==> src/rtl/rx_gate_sequencer_pkg.sv <==
`default_nettype none
// ============================================================================
// Module      : rx_gate_sequencer_pkg
// Description : Shared register map, control-bit positions, FSM state
//               encoding and helpers for the RX gate sequencer.
// Revision    : 1.0 - initial release
// ============================================================================
package rx_gate_sequencer_pkg;

  // Serial address of the CTRL register in the standard FPGA register map.
  localparam logic [6:0] FR_GATE_CTRL = 7'd80;

  // Register offsets relative to BASE_ADDR.
  localparam logic [6:0] OFS_CTRL  = 7'd0;
  localparam logic [6:0] OFS_DELAY = 7'd1;
  localparam logic [6:0] OFS_WIDTH = 7'd2;
  localparam logic [6:0] OFS_IPP   = 7'd3;
  localparam logic [6:0] OFS_COUNT = 7'd4;

  // CTRL bit positions.
  localparam int CTRL_ENABLE   = 0;
  localparam int CTRL_INT_MODE = 1;
  localparam int CTRL_INVERT   = 2;

  typedef enum logic [2:0] {
    ST_IDLE    = 3'd0,
    ST_ARMED   = 3'd1,
    ST_DELAY   = 3'd2,
    ST_WINDOW  = 3'd3,
    ST_HOLDOFF = 3'd4,
    ST_DONE    = 3'd5
  } state_t;

  // Increment that sticks at all-ones instead of wrapping.
  function automatic logic [15:0] sat_inc16(input logic [15:0] v);
    return (v == 16'hFFFF) ? v : v + 16'd1;
  endfunction

endpackage
`default_nettype wire

==> src/rtl/rx_gate_sequencer_trig_sync.sv <==
`default_nettype none
// ============================================================================
// Module      : rx_gate_sequencer_trig_sync
// Description : Two-flop synchronizer for the asynchronous trigger pin with
//               optional polarity inversion and a rising-edge detector.
//               A pin edge produces a one-clock pulse on 'rise' that is
//               consumed by the sequencer on the third clock edge.
// Ports       : clock  - DSP clock
//               reset  - synchronous active-high reset
//               pin    - asynchronous trigger input
//               invert - 1 = trigger on the falling pin edge
//               rise   - one-clock trigger event pulse
// Revision    : 1.0 - initial release
// ============================================================================
module rx_gate_sequencer_trig_sync (
  input  logic clock,
  input  logic reset,
  input  logic pin,
  input  logic invert,
  output logic rise
);

  logic meta;
  logic sync;
  logic sync_d;

  always_ff @(posedge clock) begin
    if (reset) begin
      meta   <= 1'b0;
      sync   <= 1'b0;
      sync_d <= 1'b0;
    end else begin
      meta   <= pin ^ invert;
      sync   <= meta;
      sync_d <= sync;
    end
  end

  assign rise = sync & ~sync_d;

endmodule
`default_nettype wire

==> src/rtl/rx_gate_sequencer.sv <==
`default_nettype none
// ============================================================================
// Module      : rx_gate_sequencer
// Description : Trigger-driven receive-window sequencer. After a trigger
//               (external pin or internal pulse-period counter) it waits
//               DELAY rxstrobes, opens gate_enable for WIDTH rxstrobes,
//               counts the window and re-arms, optionally stopping after
//               COUNT windows. Triggers arriving while busy are counted.
// Ports       : clock, reset                    - clock / sync reset
//               serial_strobe/addr/data          - register write bus
//               rxstrobe                         - sample-rate time base
//               trig_in                          - async external trigger
//               gate_enable                      - receive window gate
//               busy, done                       - sequencer status
//               window_count, trig_missed        - statistics counters
// Revision    : 1.0 - initial release
// ============================================================================
module rx_gate_sequencer
  import rx_gate_sequencer_pkg::*;
#(
  parameter logic [6:0] BASE_ADDR = FR_GATE_CTRL
) (
  input  logic        clock,
  input  logic        reset,
  input  logic        serial_strobe,
  input  logic [6:0]  serial_addr,
  input  logic [31:0] serial_data,
  input  logic        rxstrobe,
  input  logic        trig_in,
  output logic        gate_enable,
  output logic        busy,
  output logic        done,
  output logic [15:0] window_count,
  output logic [15:0] trig_missed
);

  localparam logic [6:0] ADDR_CTRL  = BASE_ADDR + OFS_CTRL;
  localparam logic [6:0] ADDR_DELAY = BASE_ADDR + OFS_DELAY;
  localparam logic [6:0] ADDR_WIDTH = BASE_ADDR + OFS_WIDTH;
  localparam logic [6:0] ADDR_IPP   = BASE_ADDR + OFS_IPP;
  localparam logic [6:0] ADDR_COUNT = BASE_ADDR + OFS_COUNT;

  // Programmable registers
  logic [2:0]  ctrl;
  logic [23:0] delay_reg, width_reg, ipp_reg;
  logic [15:0] count_reg;
  logic        count_wr;
  logic        unused_data;

  assign count_wr    = serial_strobe && (serial_addr == ADDR_COUNT);
  assign unused_data = ^serial_data[31:24];

  always_ff @(posedge clock) begin
    if (reset) begin
      ctrl      <= '0;
      delay_reg <= '0;
      width_reg <= '0;
      ipp_reg   <= '0;
      count_reg <= '0;
    end else if (serial_strobe) begin
      if (serial_addr == ADDR_CTRL)  ctrl      <= serial_data[2:0];
      if (serial_addr == ADDR_DELAY) delay_reg <= serial_data[23:0];
      if (serial_addr == ADDR_WIDTH) width_reg <= serial_data[23:0];
      if (serial_addr == ADDR_IPP)   ipp_reg   <= serial_data[23:0];
      if (count_wr)                  count_reg <= serial_data[15:0];
    end
  end

  logic enable, int_mode;
  assign enable   = ctrl[CTRL_ENABLE];
  assign int_mode = ctrl[CTRL_INT_MODE];

  // Trigger sources
  logic ext_rise;

  rx_gate_sequencer_trig_sync u_trig_sync (
    .clock  (clock),
    .reset  (reset),
    .pin    (trig_in),
    .invert (ctrl[CTRL_INVERT]),
    .rise   (ext_rise)
  );

  state_t      state, state_next;
  logic [23:0] cnt, cnt_next;
  logic [23:0] sh_delay, sh_delay_next;
  logic [23:0] sh_width, sh_width_next;
  logic [15:0] sh_count, sh_count_next;
  logic [15:0] wcount, wcount_next;
  logic [15:0] missed, missed_next;
  logic [23:0] ipp_cnt, ipp_cnt_next;
  logic        gate_q;
  logic        ipp_run, ipp_fire, trig_evt;

  assign busy = (state == ST_DELAY) || (state == ST_WINDOW) || (state == ST_HOLDOFF);
  assign done = (state == ST_DONE);

  // The pulse-period counter runs from arm until DONE so windows stay on a
  // fixed grid regardless of how long each window lasts. The >= compare
  // recovers immediately if IPP is reduced below the current count.
  assign ipp_run  = int_mode && ((state == ST_ARMED) || busy);
  assign ipp_fire = ipp_run && rxstrobe && (ipp_reg != 24'd0) &&
                    (ipp_cnt >= ipp_reg - 24'd1);
  assign trig_evt = int_mode ? ipp_fire : ext_rise;

  always_comb begin
    state_next    = state;
    cnt_next      = cnt;
    sh_delay_next = sh_delay;
    sh_width_next = sh_width;
    sh_count_next = sh_count;
    wcount_next   = wcount;
    missed_next   = missed;
    ipp_cnt_next  = ipp_cnt;

    if (!enable) begin
      // Disable wins from any state; counters are left untouched.
      state_next = ST_IDLE;
    end else begin
      if (ipp_run && rxstrobe) begin
        ipp_cnt_next = ipp_fire ? 24'd0 : ipp_cnt + 24'd1;
      end
      if (busy && trig_evt) begin
        missed_next = sat_inc16(missed);
      end

      case (state)
        ST_IDLE: begin
          wcount_next  = '0;
          missed_next  = '0;
          ipp_cnt_next = '0;
          state_next   = ST_ARMED;
        end
        ST_ARMED: ;
        ST_DELAY: begin
          if (sh_delay == 24'd0) begin
            state_next = ST_WINDOW;
            cnt_next   = '0;
          end else if (rxstrobe) begin
            if (cnt == sh_delay - 24'd1) begin
              state_next = ST_WINDOW;
              cnt_next   = '0;
            end else begin
              cnt_next = cnt + 24'd1;
            end
          end
        end
        ST_WINDOW: begin
          if (rxstrobe) begin
            if (cnt == sh_width - 24'd1) state_next = ST_HOLDOFF;
            else                         cnt_next   = cnt + 24'd1;
          end
        end
        ST_HOLDOFF: begin
          wcount_next = wcount + 16'd1;
          if ((sh_count != 16'd0) && (wcount_next == sh_count)) state_next = ST_DONE;
          else                                                   state_next = ST_ARMED;
        end
        ST_DONE: begin
          if (count_wr) begin
            state_next   = ST_ARMED;
            wcount_next  = '0;
            missed_next  = '0;
            ipp_cnt_next = '0;
          end
        end
        default: state_next = ST_IDLE;
      endcase

      // A trigger landing in IDLE (the cycle that arms) or ARMED is taken.
      // Shadows isolate the running window from later register writes.
      if (((state == ST_IDLE) || (state == ST_ARMED)) && trig_evt) begin
        sh_delay_next = delay_reg;
        sh_width_next = width_reg;
        sh_count_next = count_reg;
        cnt_next      = '0;
        state_next    = (width_reg == 24'd0) ? ST_ARMED : ST_DELAY;
      end
    end
  end

  always_ff @(posedge clock) begin
    if (reset) begin
      state    <= ST_IDLE;
      cnt      <= '0;
      sh_delay <= '0;
      sh_width <= '0;
      sh_count <= '0;
      wcount   <= '0;
      missed   <= '0;
      ipp_cnt  <= '0;
      gate_q   <= 1'b0;
    end else begin
      state    <= state_next;
      cnt      <= cnt_next;
      sh_delay <= sh_delay_next;
      sh_width <= sh_width_next;
      sh_count <= sh_count_next;
      wcount   <= wcount_next;
      missed   <= missed_next;
      ipp_cnt  <= ipp_cnt_next;
      gate_q   <= (state_next == ST_WINDOW);
    end
  end

  assign gate_enable  = gate_q;
  assign window_count = wcount;
  assign trig_missed  = missed;

endmodule
`default_nettype wire

==> config.mk <==
export PLATFORM = sky130hd
export DESIGN_NAME = rx_gate_sequencer
export DESIGN_NICKNAME = d
export VERILOG_FILES = /design/src/rtl/rx_gate_sequencer_pkg.sv /design/src/rtl/rx_gate_sequencer_trig_sync.sv /design/src/rtl/rx_gate_sequencer.sv
export SDC_FILE = /design/constraint.sdc
export NUM_CORES = 1
export LEC_CHECK = 0
export BUFFER_PORTS_ARGS = -buffer_cell sky130_fd_sc_hd__buf_2
export CAP_MARGIN = 20
export CORE_AREA = 10 10 183 185
export CTS_CLUSTER_DIAMETER = 150
export CTS_CLUSTER_SIZE = 30
export DETAILED_ROUTE_END_ITERATION = 10
export DIE_AREA = 0 0 193 195
export GPL_ROUTABILITY_DRIVEN = 0
export GPL_TIMING_DRIVEN = 1
export PLACE_DENSITY = 0.65
export SLEW_MARGIN = 5
export SYNTH_ARGS = -nofsm -noshare
export SYNTH_HDL_FRONTEND = slang
export SYNTH_SLANG_ARGS = --single-unit
==> constraint.sdc <==
create_clock -name clock -period 4.7 [get_ports clock]
set_clock_uncertainty 0.1 [all_clocks]
set_input_delay 0.47 -clock clock [delete_from_list [all_inputs] [get_ports clock]]
set_output_delay 0.47 -clock clock [all_outputs]
set_load 0.01 [all_outputs]
==> results.toml, run 1 <==
[drt]
wire_per_inst_um = 18.21
drc = 0
vias = 12720
drt_iter0_drc = 1176
viasPerCell = 5.928
ant_nets = 0
wl_mm = 39.09
dr.pass1.iters = 5

[timing]
slew_viol_final = 0
worst_slew_pin_slew_ps = 1007
tns_ps = 0
min_period_over_period_pct = 92.80
hold_violations = 0
max_slew_margin_pct = 32.64
max_freq_mhz = 229.3
setup_viol = 0
rsz0062_at_grt = "false"
min_period_ps = 4362

[cts]
cts.path.max_buffers = 3
postCtsSetupBuffers = 0
hold_buffers = 0
htree_levels = 1
clkSinkCount = 242
cts_buffers = 12
clk_pin_slew_ps = 120
cts_tree = "built"
clkLatencyLatePin_ps = 490
post_cts_resized = 0
root_buffer = "clkbuf_16"

[final_layout]
final_nets = 1823
drive_gt1_share_pct = 8.400
area_growth_pct = 7.837
fin_area_um2 = 14670
fill_cells = 3023
diodes = 0
final_core_util_pct = 48.85

[power]
p_per_area_nw_per_um2 = 230.8
leakagePower_nw = 5.398
irDropWorstVdd_mv = 0.3765

[global_route]
overflow = 0
antenna_found_initial = 0
grt_pass1_vias = 11480
grt_use_total_pct = 20.11
grt_max_degree = 121
grt_pass1_wl_mm = 62.49

[yosys]
synth_top_flop_cell = "dfxtp_1"
yosysWarnings = 0
ys_seq_elements = 242
synthCells = 1749
netlist.area_leader.share_pct = 35.62
synth_seq_area_share_pct = 35.62
ys_types = 78
synth.avg_cell_area_um2 = 7.777
ys_async_sr_fraction_pct = 0
synth_edf_count = 0
synth_top_area_cell = "dfxtp_1"
syn_nets = 1824
syn_area_um2 = 13600
synth_area_leaders = "dfxtp_1, nand2_1, a21oi_1"

[placed_design]
io_buffers = 70
postPlaceCellArea_um2 = 14290
post-dp-hpwl_mm = 27.66

[worst_setup_path]
cp_max_fo = 64
cp.buffers_inverters = 2
crit_required_ps = 4930
r2r_slack_ps = 340
arrival_ps = 4600
path_cells = "or3_1 -> nor3_1 -> nand2b_1 -> nor4_1 -> buf_4 -> nand2_1 -> nor3_1 -> xnor2_1 -> ha_1 -> a21o_1 -> a21o_1 -> a21oi_1 -> o21ai_0 -> a22oi_1 -> a21bo_4 -> and2_2 -> buf_12 -> nand2_1 -> a21oi_1"
criticalPathCategory = "reg -> reg"
cp_slowest_cell = "or3_1"
slowest_delay_ps = 430
crit_path_start_kind = "register"
crit_family = "simple AND/OR/NAND/NOR gates"
cp-end-kind = "register"

[outcome]
status = "finished clean"

[floorplanning]
die_h_um = 195
floorplan.die_area_um2 = 37640
core_um2 = 30030
io_pins = 79
start_util_pct = 45.30
dieWidth_um = 193
num_rows = 64

[hold_path]
hold_class = "in -> reg"

[run]
maxCapViolations = 0
## placed cells by master, fill, tap and decap left out, drive strengths merged, types with 30 or more instances in the layout
master    n
nand2   296
dfxtp   242
a21oi   180
nor2    156
buf      99
nand3    76
xnor2    74
mux2i    54
o21ai    48
nor3     35
nor4     34
ha       31
xor2     30
## layer usage
layer / wire length (um) / global-route usage, % / up-vias
met2: 17900 / 31.80 / 338
met4: 759 / 4.873 / 0
li1: - / - / 6273
met3: 2300 / 2.726 / 50
met5: 0 / 0 / -
met1: 18120 / 28.23 / 6060
## metrics by stage
step	instances	total power [mW]	setup WS, ps	hold slack, ps
finish	2146	3.385	338.4	142.4
global route	2146	3.497	20.15	165.1
CTS	2146	3.417	115.3	130.1
detailed placement	2130	2.212	151.3	327.8
global placement	2129	2.212	234.9	318.3
floorplan	1749	2.153	460.3	313.8
## cell usage after synthesis (all sizes together) (17+ instances only)
cell	instances
nand2	296
dfxtp	242
a21oi	180
nor2	156
clkbuf	97
nand3	76
xnor2	74
mux2i	54
o21ai	48
nor3	35
nor4	34
ha	31
xor2	30
and3	27
nand2b	26
nand4	26
a311oi	24
a211oi	23
o211ai	23
inv	22
a31oi	17
buf	17
or4	17
## area by class of cell
cell class	count	area, um2	share of cell area, %
inverters	22	82.58	0.5630
multi-input cells	1371	8263	56.33
flip-flops and latches	242	4845	33.03
repair buffers	99	624.3	4.257
clock inverters	3	32.53	0.2218
clock buffers	13	325.3	2.218
well taps	396	495.5	3.378
## final timing paths
path,to,cells past startpoint,startpoint
worst max-delay path,sh_delay[13],19,ipp_reg[2]
worst min-delay path,u_trig_sync.meta,3,trig_in
worst min register to register,sh_delay[4],2,delay_reg[4]
worst max register to register,sh_delay[13],19,ipp_reg[2]
## power by group
group,total (mW),internal [mW],switching [mW]
Sequential,2.05,2.05,0.00185
Clock,1.22,0.518,0.700
Combinational,0.113,0.0291,0.0834
Total,3.39,2.60,0.785
## worst min-delay path: cells and delay by family
kind,cells,cell delay [ps]
xor+xnor,1,50
simple gates,1,70
buf+inv,1,90
## kinds of logic (layout without fill, tap and decap cells)
logic type,count (synthesis),after routing,synth area share [%]
buf+inv,136,137,3.854
xor+xnor,104,104,6.697
compound gates,405,405,19.38
fa+ha+maj,31,31,2.852
simple gates,776,776,27.54
mux,55,55,4.057
flops,242,242,35.62
Note: power is estimated with default switching activity, not from simulation.
==> inputs of run 2 (changes only) <==
Settings changed: BUFFER_PORTS_ARGS -buffer_cell sky130_fd_sc_hd__buf_2 to unset, DONT_BUFFER_PORTS set to 1, PLACE_DENSITY 0.65 to 0.62.
==> run 2 against run 1 <==
Net effect: critical path depth decreased by 2; wire length increased by 6.3%; sequential power about the same.
==> results.toml, run 2 (same netlist as run 1, synthesis figures left out) <==
[power]
switchingPower_mw = 0.7981
leakagePower_nw = 5.184
comb_power_share_pct = 3.3
p_total_mw = 3.389
p_per_area_nw_per_um2 = 231.4
irDropWorstVdd_mv = 0.2857
power.internal_mw = 2.591
clkPwrFrac_pct = 36.0
p_sw_share_pct = 23.55
p_seq_share_pct = 60.6

[hold_path]
hold_depth = 2
hold_start = "serial_data[7]"
hold_end = "ipp_reg[7]"
hold_class = "in -> reg"

[timing]
min_period_ps = 4412
hold_violations = 0
setup_viol = 0
max_slew_margin_pct = 26.03
min_period_over_period_pct = 93.87
worst_slew_pin_slew_ps = 1099
max_freq_mhz = 226.7
tns_ps = 0
slew_viol_final = 0
rsz0062_at_grt = "false"

[cts]
clk_pin_slew_ps = 120
clkLatencyLatePin_ps = 520
clkSinkCount = 242
postCtsSetupBuffers = 0
cts_buffers = 12
htree_levels = 1
cts.path.max_buffers = 3
root_buffer = "clkbuf_16"
cts_tree = "built"

[worst_setup_path]
startpoint = "ipp_reg[2]"
r2r.worst_path.cells = 17
cp_max_fo = 9
crit_path_start_kind = "register"
critical_path.most_common_cell = "buf_4"
path_cells = "or3_1 -> nor3_2 -> nand2b_1 -> or4_1 -> nor3_1 -> xnor2_1 -> ha_1 -> nand4_1 -> nor2_1 -> o2111ai_1 -> o21ai_1 -> a21bo_2 -> buf_4 -> a21oi_1 -> buf_4 -> o41ai_1 -> a311oi_2"
slowest_delay_ps = 440
crit_family = "simple AND/OR/NAND/NOR gates"
crit_required_ps = 4960
r2r_slack_ps = 290
r2r_start = "ipp_reg[2]"
cp-end-kind = "register"
cp_slowest_cell = "or4_1"
cp.buffers_inverters = 2
criticalPathCategory = "reg -> reg"
r2r_end = "cnt[15]"
arrival_ps = 4680

[global_route]
grt_pass1_vias = 11500
grt_pass1_wl_mm = 65.15
overflow = 0
antenna_found_initial = 7
grt_max_degree = 199
grt_use_total_pct = 21.30

[final_layout]
mostFrequentLayoutCells = "nand2_1, dfxtp_1, a21oi_1"
final_nets = 1780
final_common_cell = "nand2_1"
area_growth_pct = 7.681
drive_gt1_share_pct = 4.513
fill_cells = 2945

[floorplanning]
die_h_um = 195
dieWidth_um = 193
io_pins = 79
start_util_pct = 45.30
floorplan.die_area_um2 = 37640
core_um2 = 30030
num_rows = 64

[drt]
drt_iter0_drc = 931
wl_mm = 41.56
ant_nets = 0
vias = 12540
drc = 0
wire_per_inst_um = 19.70
dr.pass1.iters = 5
viasPerCell = 5.941

[placed_design]
post-dp-hpwl_mm = 27.94
io_buffers = 0

[outcome]
status = "finished clean"

[run]
maxCapViolations = 0
[run 2: area by class of cell]
| cell class | instances | area [um2] | area share [%] |
|---|---|---|---|
| Tap cell | 396 | 495.5 | 3.383 |
| Multi-Input combinational cell | 1371 | 8260 | 56.40 |
| Clock inverter | 2 | 46.29 | 0.3161 |
| Sequential cell | 242 | 4845 | 33.08 |
| Clock buffer | 13 | 314.1 | 2.144 |
| Timing Repair Buffer | 56 | 583.1 | 3.981 |
| Antenna cell | 8 | 20.02 | 0.1367 |
| Inverter | 22 | 82.58 | 0.5638 |
[run 2: repair_timing]
item	CTS	global route
setup endpoints to repair	0	87
hold buffers	28	1
gates resized for setup	0	6
hold endpoints to repair	204	1
[run 2: metrics by stage]
step	std cells	hold WS, ps	utilization, %	area, um2	worst slack [ps]
floorplan	1749	313.8	-	13600	460.3
global placement	2058	326.0	46.39	13930	230.5
detailed placement	2058	330.2	46.39	13930	140.2
CTS	2101	1.227	48.62	14600	87.62
global route	2106	1.335	48.74	14640	5.106
finish	2110	4.340	48.78	14650	288.3
[run 2: routing by layer]
| layer | up-vias | share of wire (%) | global-route usage, % | wire length, um |
|---|---|---|---|---|
| met5 | - | 0.031 | 0 | 13 |
| met4 | 2 | 2.1 | 5.073 | 882 |
| met3 | 57 | 6.1 | 3.653 | 2522 |
| met2 | 330 | 47 | 34.27 | 19340 |
| met1 | 5957 | 45 | 28.97 | 18800 |
| li1 | 6190 | - | - | - |
[run 2: power by group through the flow]
stage	combinational, mW	sequential, mW	clock [mW]
final	0.113	2.05	1.22
after global routing	0.118	2.06	1.31
after CTS	0.110	2.05	1.25
after detailed placement	0.0343	2.10	0
after global placement	0.0334	2.10	0
after floorplan	0.0527	2.10	0
[run 2: worst max-delay path by stage]
stage	depth (start not counted)	slack, ps	end
after floorplan	20	460	sh_delay[6]
after global placement	17	230	cnt[15]
after detailed placement	16	140	sh_delay[16]
after CTS	16	90	sh_delay[16]
after global routing	18	5	cnt[15]
final	17	290	cnt[15]
==> inputs of run 3 (changes only) <==
Settings changed: CELL_PAD_IN_SITES_DETAIL_PLACEMENT set to 1, CELL_PAD_IN_SITES_GLOBAL_PLACEMENT set to 1, CTS_CLUSTER_SIZE 30 to unset, PLACE_DENSITY 0.62 to 0.79, SLEW_MARGIN 5 to 10.
==> run 3 against run 2 <==
Net effect: the run now ends with negative setup slack left; design area rose by 14%; maximum frequency fell by 10%; die area did not move; cell count rose by 7.7%; power rose by 35%; clock-buffer cell count rose by 27; via count rose by 22%; combinational power barely moved; sequential share of layout area fell by 4.0 points; sequential power barely moved; non-clock buffer count rose by 128; critical path type unchanged; largest power group is now clock.
==> results.toml, run 3 (same netlist as run 1, synthesis figures left out) <==
[placed_design]
io_buffers = 0
dp_slack_ps = 25.70
post-dp-hpwl_mm = 32.31
postPlaceCellArea_um2 = 13980
placedCellCount = 2065

[worst_setup_path]
criticalPathCategory = "reg -> reg"
crit_path_start_kind = "register"
cp_max_fo = 23
arrival_ps = 5240
cp_slowest_cell = "or3_4"
crit_required_ps = 5020
slowest_delay_ps = 440
cp-end-kind = "register"
cp.buffers_inverters = 3
critical_path.most_common_cell = "a21o_1"
path_cells = "or3_4 -> nor3_4 -> nand2b_4 -> buf_4 -> nor4_1 -> xnor2_1 -> ha_1 -> a21o_1 -> a21o_1 -> a21oi_1 -> o211a_1 -> o21ai_2 -> a21o_1 -> a21oi_4 -> buf_4 -> clkbuf_16 -> a31oi_1 -> a311oi_1"
crit_family = "compound AO/OA/AOI/OAI gates"

[timing]
fin_ws_ps = -217.0
tns_ps = -1048
setup_viol = 8
slew_viol_final = 0
max_slew_margin_pct = 22.17
max_freq_mhz = 203.4
min_period_ps = 4917
worst_slew_pin_slew_ps = 1155
hold_violations = 0
holdWs_ps = 25.00
min_period_over_period_pct = 104.6

[drt]
drt_iter0_drc = 1339
viasPerCell = 6.755
ant_nets = 0
vias = 15350
dr.pass1.iters = 5
drc = 0
wl_mm = 65.53
wire_per_inst_um = 28.84

[floorplanning]
die_h_um = 195
dieWidth_um = 193
num_rows = 64
io_pins = 79
core_um2 = 30030
floorplan.die_area_um2 = 37640
start_util_pct = 45.30

[final_layout]
final_common_cell = "nand2_1"
mostFrequentLayoutCells = "nand2_1, dfxtp_1, a21oi_1"
fin_area_um2 = 16660
final_nets = 1924
fill_cells = 3536
final_core_util_pct = 55.49
drive_gt1_share_pct = 7.380
area_growth_pct = 22.50
finalNonFillerCells = 2272

[cts]
clkSinkCount = 242
htree_levels = 1
clk_pin_slew_ps = 60
cts_tree = "built"
root_buffer = "clkbuf_16"
clkLatencyLatePin_ps = 560
cts.path.max_buffers = 3
cts_buffers = 28

[outcome]
violations = "negative setup slack"
status = "finished, violations left"

[run]
maxCapViolations = 0

[global_route]
antenna_found_initial = 2
grt_pass1_vias = 15290
grt_use_total_pct = 28.83
grt_max_degree = 233
overflow = 0
grt_pass1_wl_mm = 87.49

[power]
p_per_area_nw_per_um2 = 273.9
irDropWorstVdd_mv = 0.2398
p_total_mw = 4.564
leakagePower_nw = 6.421

[hold_path]
hold_class = "in -> reg"
-- run 3: changes by cell type in the layout (fill, tap and decap cells not counted), moves of 5 or more --
cell	delta
dlygate4sd3_1	+113
clkbuf_1	+5
clkinv_2	+5
clkbuf_8	+5
buf_4	+11
clkbuf_16	+20
-- run 3: worst paths after layout --
path / slack [ps] / depth (start not counted) / from / to
max: -220 / 18 / ipp_reg[2] / ipp_cnt[11]
min: 20 / 2 / reset / trig_missed[12]
max reg2reg: -220 / 18 / ipp_reg[2] / ipp_cnt[11]
min reg2reg: 360 / 2 / delay_reg[3] / sh_delay[3]
-- run 3: metal layers --
layer / vias up / GRT usage (%) / share of wire, %
met5: - / 0 / 0
met4: 0 / 13.99 / 7.9
met3: 369 / 4.651 / 7.9
met2: 931 / 49.58 / 47
met1: 7566 / 33.99 / 37
li1: 6482 / - / -
-- run 3: worst register-to-register path: cells and delay by family, from the launching register on --
| family | cells | cell delay, ps |
|---|---|---|
| flops | 1 | 370 |
| fa+ha+maj | 1 | 350 |
| simple gates | 4 | 1100 |
| xor+xnor | 1 | 260 |
| compound gates | 9 | 2030 |
| buf+inv | 3 | 580 |
-- run 3: repair_timing --
| item | CTS | global route |
|---|---|---|
| setup buffers | 0 | 4 |
| resized for setup | 1 | 27 |
| hold buffers | 140 | 2 |
| gates cloned | 1 | 3 |
| endpoints found under the setup margin | 1 | 131 |
| pin swaps | 0 | 6 |
| hold endpoints to repair | 226 | 105 |
-- run 3: power breakdown --
part	switching [mW]	internal (mW)
combinational	0.0718	0.0389
sequential	0.00286	2.05
clock	1.01	1.39
-- run 3: area by class of cell --
cell class	count	area [um2]	share of cell area [%]
Clock inverter	11	137.6	0.8260
Timing Repair Buffer	184	1896	11.38
Antenna cell	6	15.01	0.09011
Sequential cell	242	4847	29.09
Inverter	22	82.58	0.4956
Multi-Input combinational cell	1371	8362	50.18
Tap cell	396	495.5	2.974
Clock buffer	40	827.0	4.964
